**config.mk**
```make
export PLATFORM = sky130hd
export DESIGN_NAME = flash_arbiter
export DESIGN_NICKNAME = d
export VERILOG_FILES = /design/src/rtl/flash_arbiter.sv
export SDC_FILE = /design/constraint.sdc
export NUM_CORES = 1
export LEC_CHECK = 0
export ABC_AREA = 1
export CAP_MARGIN = 25
export CORE_MARGIN = 4
export CORE_UTILIZATION = 40
export CTS_BUF_LIST = sky130_fd_sc_hd__clkbuf_8
export DETAILED_ROUTE_END_ITERATION = 8
export PLACE_DENSITY = 0.77
export SLEW_MARGIN = 20
export SYNTH_ARGS = -nofsm -noshare
export SYNTH_HDL_FRONTEND = slang
export SYNTH_SLANG_ARGS = --single-unit
```
**constraint.sdc**
```tcl
create_clock -name clk -period 2.4 [get_ports clk]
set_clock_uncertainty 0.2 [all_clocks]
set_input_delay 0.36 -clock clk [delete_from_list [all_inputs] [get_ports clk]]
set_output_delay 0.36 -clock clk [all_outputs]
set_load 0.02 [all_outputs]
```
**src/rtl/flash_arbiter.sv**
```systemverilog
// Two-requester round-robin arbiter for a fixed-latency flash port.
// Requester 0 is the network controller (read only), requester 1 is the SPI loader.
module flash_arbiter #(
    parameter int unsigned LATENCY = 11,
    parameter int unsigned ADDR_W  = 16
) (
    input  logic              clk,
    input  logic              n_rst,
    input  logic              req0,
    input  logic [ADDR_W-1:0] addr0,
    input  logic              req1,
    input  logic              we1,
    input  logic [ADDR_W-1:0] addr1,
    input  logic [15:0]       wdata1,
    input  logic [15:0]       flash_data_in,
    output logic              flash_ready,
    output logic              flash_we,
    output logic [ADDR_W-1:0] flash_address,
    output logic [15:0]       flash_wdata,
    output logic              gnt0,
    output logic              gnt1,
    output logic              done0,
    output logic              done1,
    output logic [15:0]       rdata,
    output logic              busy
);

    localparam int unsigned CNT_W = $clog2(LATENCY + 1);
    localparam logic [CNT_W-1:0] CNT_LAST = CNT_W'(LATENCY - 1);

    typedef enum logic [1:0] {IDLE, ISSUE, WAIT, COMPLETE} state_t;

    state_t            r_state, w_state_nxt;
    logic [CNT_W-1:0]  r_cnt, w_cnt_nxt;
    logic              r_owner, w_owner_nxt;
    logic              r_last, w_last_nxt;
    logic              r_we, w_we_nxt;
    logic [ADDR_W-1:0] r_addr, w_addr_nxt;
    logic [15:0]       r_wdata, w_wdata_nxt;
    logic [15:0]       r_rdata, w_rdata_nxt;
    logic              w_sel;

    logic r_flash_ready, r_flash_we, r_gnt0, r_gnt1, r_done0, r_done1, r_busy;
    logic w_ready_nxt, w_fwe_nxt, w_gnt0_nxt, w_gnt1_nxt, w_done0_nxt, w_done1_nxt, w_busy_nxt;

    // State register
    always_ff @(posedge clk or negedge n_rst) begin
        if (!n_rst) begin
            r_state <= IDLE;
        end else begin
            r_state <= w_state_nxt;
        end
    end

    // Next-state, arbitration and capture logic
    always_comb begin
        w_state_nxt = r_state;
        w_cnt_nxt   = r_cnt;
        w_owner_nxt = r_owner;
        w_last_nxt  = r_last;
        w_we_nxt    = r_we;
        w_addr_nxt  = r_addr;
        w_wdata_nxt = r_wdata;
        w_rdata_nxt = r_rdata;
        w_sel       = 1'b0;
        case (r_state)
            IDLE: begin
                if (req0 || req1) begin
                    // r_last == 1 means requester 1 owned the previous access
                    w_sel       = (req0 && req1) ? ~r_last : req1;
                    w_owner_nxt = w_sel;
                    w_addr_nxt  = w_sel ? addr1 : addr0;
                    w_we_nxt    = w_sel & we1;
                    if (w_sel) begin
                        w_wdata_nxt = wdata1;
                    end
                    w_state_nxt = ISSUE;
                end
            end
            ISSUE: begin
                w_cnt_nxt   = '0;
                w_state_nxt = WAIT;
            end
            WAIT: begin
                if (r_cnt == CNT_LAST) begin
                    w_state_nxt = COMPLETE;
                    if (!r_we) begin
                        w_rdata_nxt = flash_data_in;
                    end
                end else begin
                    w_cnt_nxt = r_cnt + CNT_W'(1);
                end
            end
            COMPLETE: begin
                w_last_nxt  = r_owner;
                w_state_nxt = IDLE;
            end
            default: w_state_nxt = IDLE;
        endcase
    end

    assign w_busy_nxt  = (w_state_nxt != IDLE);
    assign w_ready_nxt = (w_state_nxt == ISSUE);
    assign w_fwe_nxt   = w_ready_nxt & w_we_nxt;
    assign w_gnt0_nxt  = w_busy_nxt & ~w_owner_nxt;
    assign w_gnt1_nxt  = w_busy_nxt & w_owner_nxt;
    assign w_done0_nxt = (w_state_nxt == COMPLETE) & ~w_owner_nxt;
    assign w_done1_nxt = (w_state_nxt == COMPLETE) & w_owner_nxt;

    // Datapath and registered outputs
    always_ff @(posedge clk or negedge n_rst) begin
        if (!n_rst) begin
            r_cnt         <= '0;
            r_owner       <= 1'b0;
            r_last        <= 1'b1;
            r_we          <= 1'b0;
            r_addr        <= '0;
            r_wdata       <= '0;
            r_rdata       <= '0;
            r_flash_ready <= 1'b0;
            r_flash_we    <= 1'b0;
            r_gnt0        <= 1'b0;
            r_gnt1        <= 1'b0;
            r_done0       <= 1'b0;
            r_done1       <= 1'b0;
            r_busy        <= 1'b0;
        end else begin
            r_cnt         <= w_cnt_nxt;
            r_owner       <= w_owner_nxt;
            r_last        <= w_last_nxt;
            r_we          <= w_we_nxt;
            r_addr        <= w_addr_nxt;
            r_wdata       <= w_wdata_nxt;
            r_rdata       <= w_rdata_nxt;
            r_flash_ready <= w_ready_nxt;
            r_flash_we    <= w_fwe_nxt;
            r_gnt0        <= w_gnt0_nxt;
            r_gnt1        <= w_gnt1_nxt;
            r_done0       <= w_done0_nxt;
            r_done1       <= w_done1_nxt;
            r_busy        <= w_busy_nxt;
        end
    end

    assign flash_ready   = r_flash_ready;
    assign flash_we      = r_flash_we;
    assign flash_address = r_addr;
    assign flash_wdata   = r_wdata;
    assign gnt0          = r_gnt0;
    assign gnt1          = r_gnt1;
    assign done0         = r_done0;
    assign done1         = r_done1;
    assign rdata         = r_rdata;
    assign busy          = r_busy;

endmodule
```
==> impl_metrics.yaml <==
synthesis:
  synth.distinct_cells: 28
  netlist.area_leader.share_pct: 56.17
  synth_common_cells: "dfrtp_1, nand2_1, inv_1"
  synth_area_leaders: "dfrtp_1, nand2_1, inv_1"
  syn-num-nets: 377
  netlist_area_sq_mm: 0.002806
  synthArstFlopShare_pct: 100.0
  postSynthAreaPerCell_sq_um: 9.324
  synth_edf_count: 0
  yosys_warnings: 0
  yosysMostFrequentCell: "dfrtp_1"
  synthFlopType: "dfrtp_1"
  synth-seq-area-share_pct: 57.11
  synth_top_area_cell: "dfrtp_1"
  synth_seq_cells: 64
  syn_inst: 301
pwr:
  vdd_ir_drop_max_mv: 0.6028
  p_leak_nw: 2.041
  power_density_mw_per_mm2: 1302
clock_network:
  root_buffer: "clkbuf_8"
  cts_buffer_depth: 2
  cts_tree: "built"
  cts.repair.resized: 0
  cts_inserted_buffers: 9
  cts.sinks: 64
  cts_htree_levels: 3
  clock_latency_ps: 320
  clk_pin_slew_ps: 70
floorplan:
  initial_core_util_pct: 41.31
  die_y_um: 91.76
  io_pins: 124
  placementRows: 30
  die-area_sq_mm: 0.008420
  die_x_um: 91.76
  coreArea_sq_mm: 0.006794
detailed_routing:
  via_count: 2401
  antenna_left: 0
  wirelength_mm: 7.061
  vias_per_cell: 4.556
  drc: 0
  first_iter_violations: 75
  routedWlPerCell_um: 13.40
  first_pass_iters: 4
layout:
  final_cell_count_no_fill: 527
  fillCellCount: 592
  layout-drive-gt1-share_pct: 8.353
  num-nets-final: 502
  area_growth_pct: 55.06
  multi_input_area_sq_um: 937.1
  final_cell_area_sq_mm: 0.004352
  antenna_cells: 0
  regArea_sq_mm: 0.001603
sta:
  post-route-period-util_pct: 85.55
  setup_viol_count_final: 0
  hold_ws_ps: 284.0
  fmax_ghz: 0.4871
  finalSetupTns_ps: 0
  maxSlewHeadroom_pct: 49.15
  fin_crit_ps: 2053
  grt_setup_unrepaired: "no"
  hold_viol: 0
  worst_pin_slew_ps: 761.0
  slew_viol_final: 0
grt:
  track_usage_pct: 17.31
  antenna_found_initial: 0
  grt_pass1_wl_mm: 11.74
  grt_pass1_vias: 2466
  grt_max_degree: 39
  grt-ovfl-total: 0
worst_setup_path:
  cp.arrival_ps: 2100
  cp_max_fo: 33
  critical_path_class: "reg2reg"
  cp-start-kind: "flip-flop"
  critPathRequiredTime_ps: 2450
  end_kind: "flip-flop"
  r2r_slack_ps: 350
place:
  gp_congestion: 0.8040
  io_buffers: 123
  place_inst: 510
  place_area_sq_mm: 0.004109
  dp_hpwl_mm: 5.307
run:
  drv_cap: 0
hold_path:
  hold_class: "reg2reg"
run_status:
  status: "finished, final reports clean"
[path summary, 6_finish.rpt]
path                                  startpoint                             to  cells after the start
max                         r_state[0]$_DFF_PN0_  flash_address[10]$_DFFE_PN0P_                      6
min                        rdata[13]$_DFFE_PN0P_          rdata[13]$_DFFE_PN0P_                      2
max reg2reg                 r_state[0]$_DFF_PN0_  flash_address[10]$_DFFE_PN0P_                      6
min reg2reg                rdata[13]$_DFFE_PN0P_          rdata[13]$_DFFE_PN0P_                      2
max in group asynchronous                  n_rst              r_owner$_DFF_PN0_                      3
min in group asynchronous                  n_rst  flash_address[11]$_DFFE_PN0P_                      2
[power by group]
| part | switching [mW] | internal [mW] | total [mW] |
|---|---|---|---|
| registers | 0.280 | 1.61 | 1.89 |
| clock network | 0.397 | 0.664 | 1.06 |
| logic | 1.47 | 1.24 | 2.72 |
[critical path, cell delays in order, from the launching register on]
cell and delay [ps]:
dfrtp_1 400, inv_1 130, ha_1 260, inv_2 80, nor2_4 610, nor2_1 140
a31oi_2 160
[cells by family after synthesis]
logic type	Yosys count	synth area share [%]
simple gates	111	17.43
fa+ha+maj	7	3.121
flops	64	57.11
compound gates	56	12.44
mux	1	0.4012
buf+inv	62	9.496
[cell usage in the layout, fill, tap and decap left out, types with 2 or more instances in the layout]
cell type | synthesis | final
a31oi_1 | 10 | 10
clkdlybuf4s50_1 | 0 | 122
nand4_1 | 2 | 2
bufinv_16 | 0 | 2
buf_4 | 2 | 3
ha_1 | 7 | 7
nor2_1 | 25 | 25
a31oi_2 | 7 | 7
dfrtp_1 | 63 | 63
o21ai_1 | 12 | 12
clkbuf_8 | 0 | 12
o21ai_0 | 25 | 25
nand2_1 | 56 | 56
nand3_1 | 21 | 21
inv_1 | 47 | 49
[stage by stage]
stage | setup slack, ps | util (%) | power, mW
3_5_place_dp | 253.0 | 60.48 | 4.653
4_1_cts | 320.4 | 64.05 | 5.736
3_3_place_gp | 333.5 | 60.48 | 4.552
2_1_floorplan | 818.7 | - | 3.388
6_report | 346.9 | 64.05 | 5.665
5_1_grt | 143.8 | 64.05 | 6.061
[layout make-up]
class / instances / area share [%]
flip-flops and latches: 64 / 36.83
repair buffers: 128 / 29.38
multi-input cells: 175 / 21.54
inverters: 48 / 4.140
clock buffers: 12 / 3.795
well taps: 96 / 2.760
clock inverters: 4 / 1.553
[per-layer routing]
metal / GRT usage [%] / share of wire (%) / vias to the layer above
met4: 5.569 / 1.3 / 0
met1: 20.47 / 41 / 1104
li1: - / - / 1207
met5: 0 / 0 / -
met2: 30.31 / 51 / 80
met3: 4.922 / 6.5 / 10
[repair_timing]
| action | CTS | global route |
|---|---|---|
| buffers inserted | 0 | 0 |
| hold buffers | 1 | 0 |
| endpoints found under the hold margin | 25 | 0 |
[flip-flops by register name (all words and copies together), names as in the netlist]
name	count
gnt0	1
done0	1
r_owner	1
flash_we	1
r_we	1
rdata	16
r_cnt	4
r_last	1
flash_wdata	16
done1	1
gnt1	1
r_state	2
busy	1
flash_address	16
flash_ready	1
(Power assumes the default switching activity.)
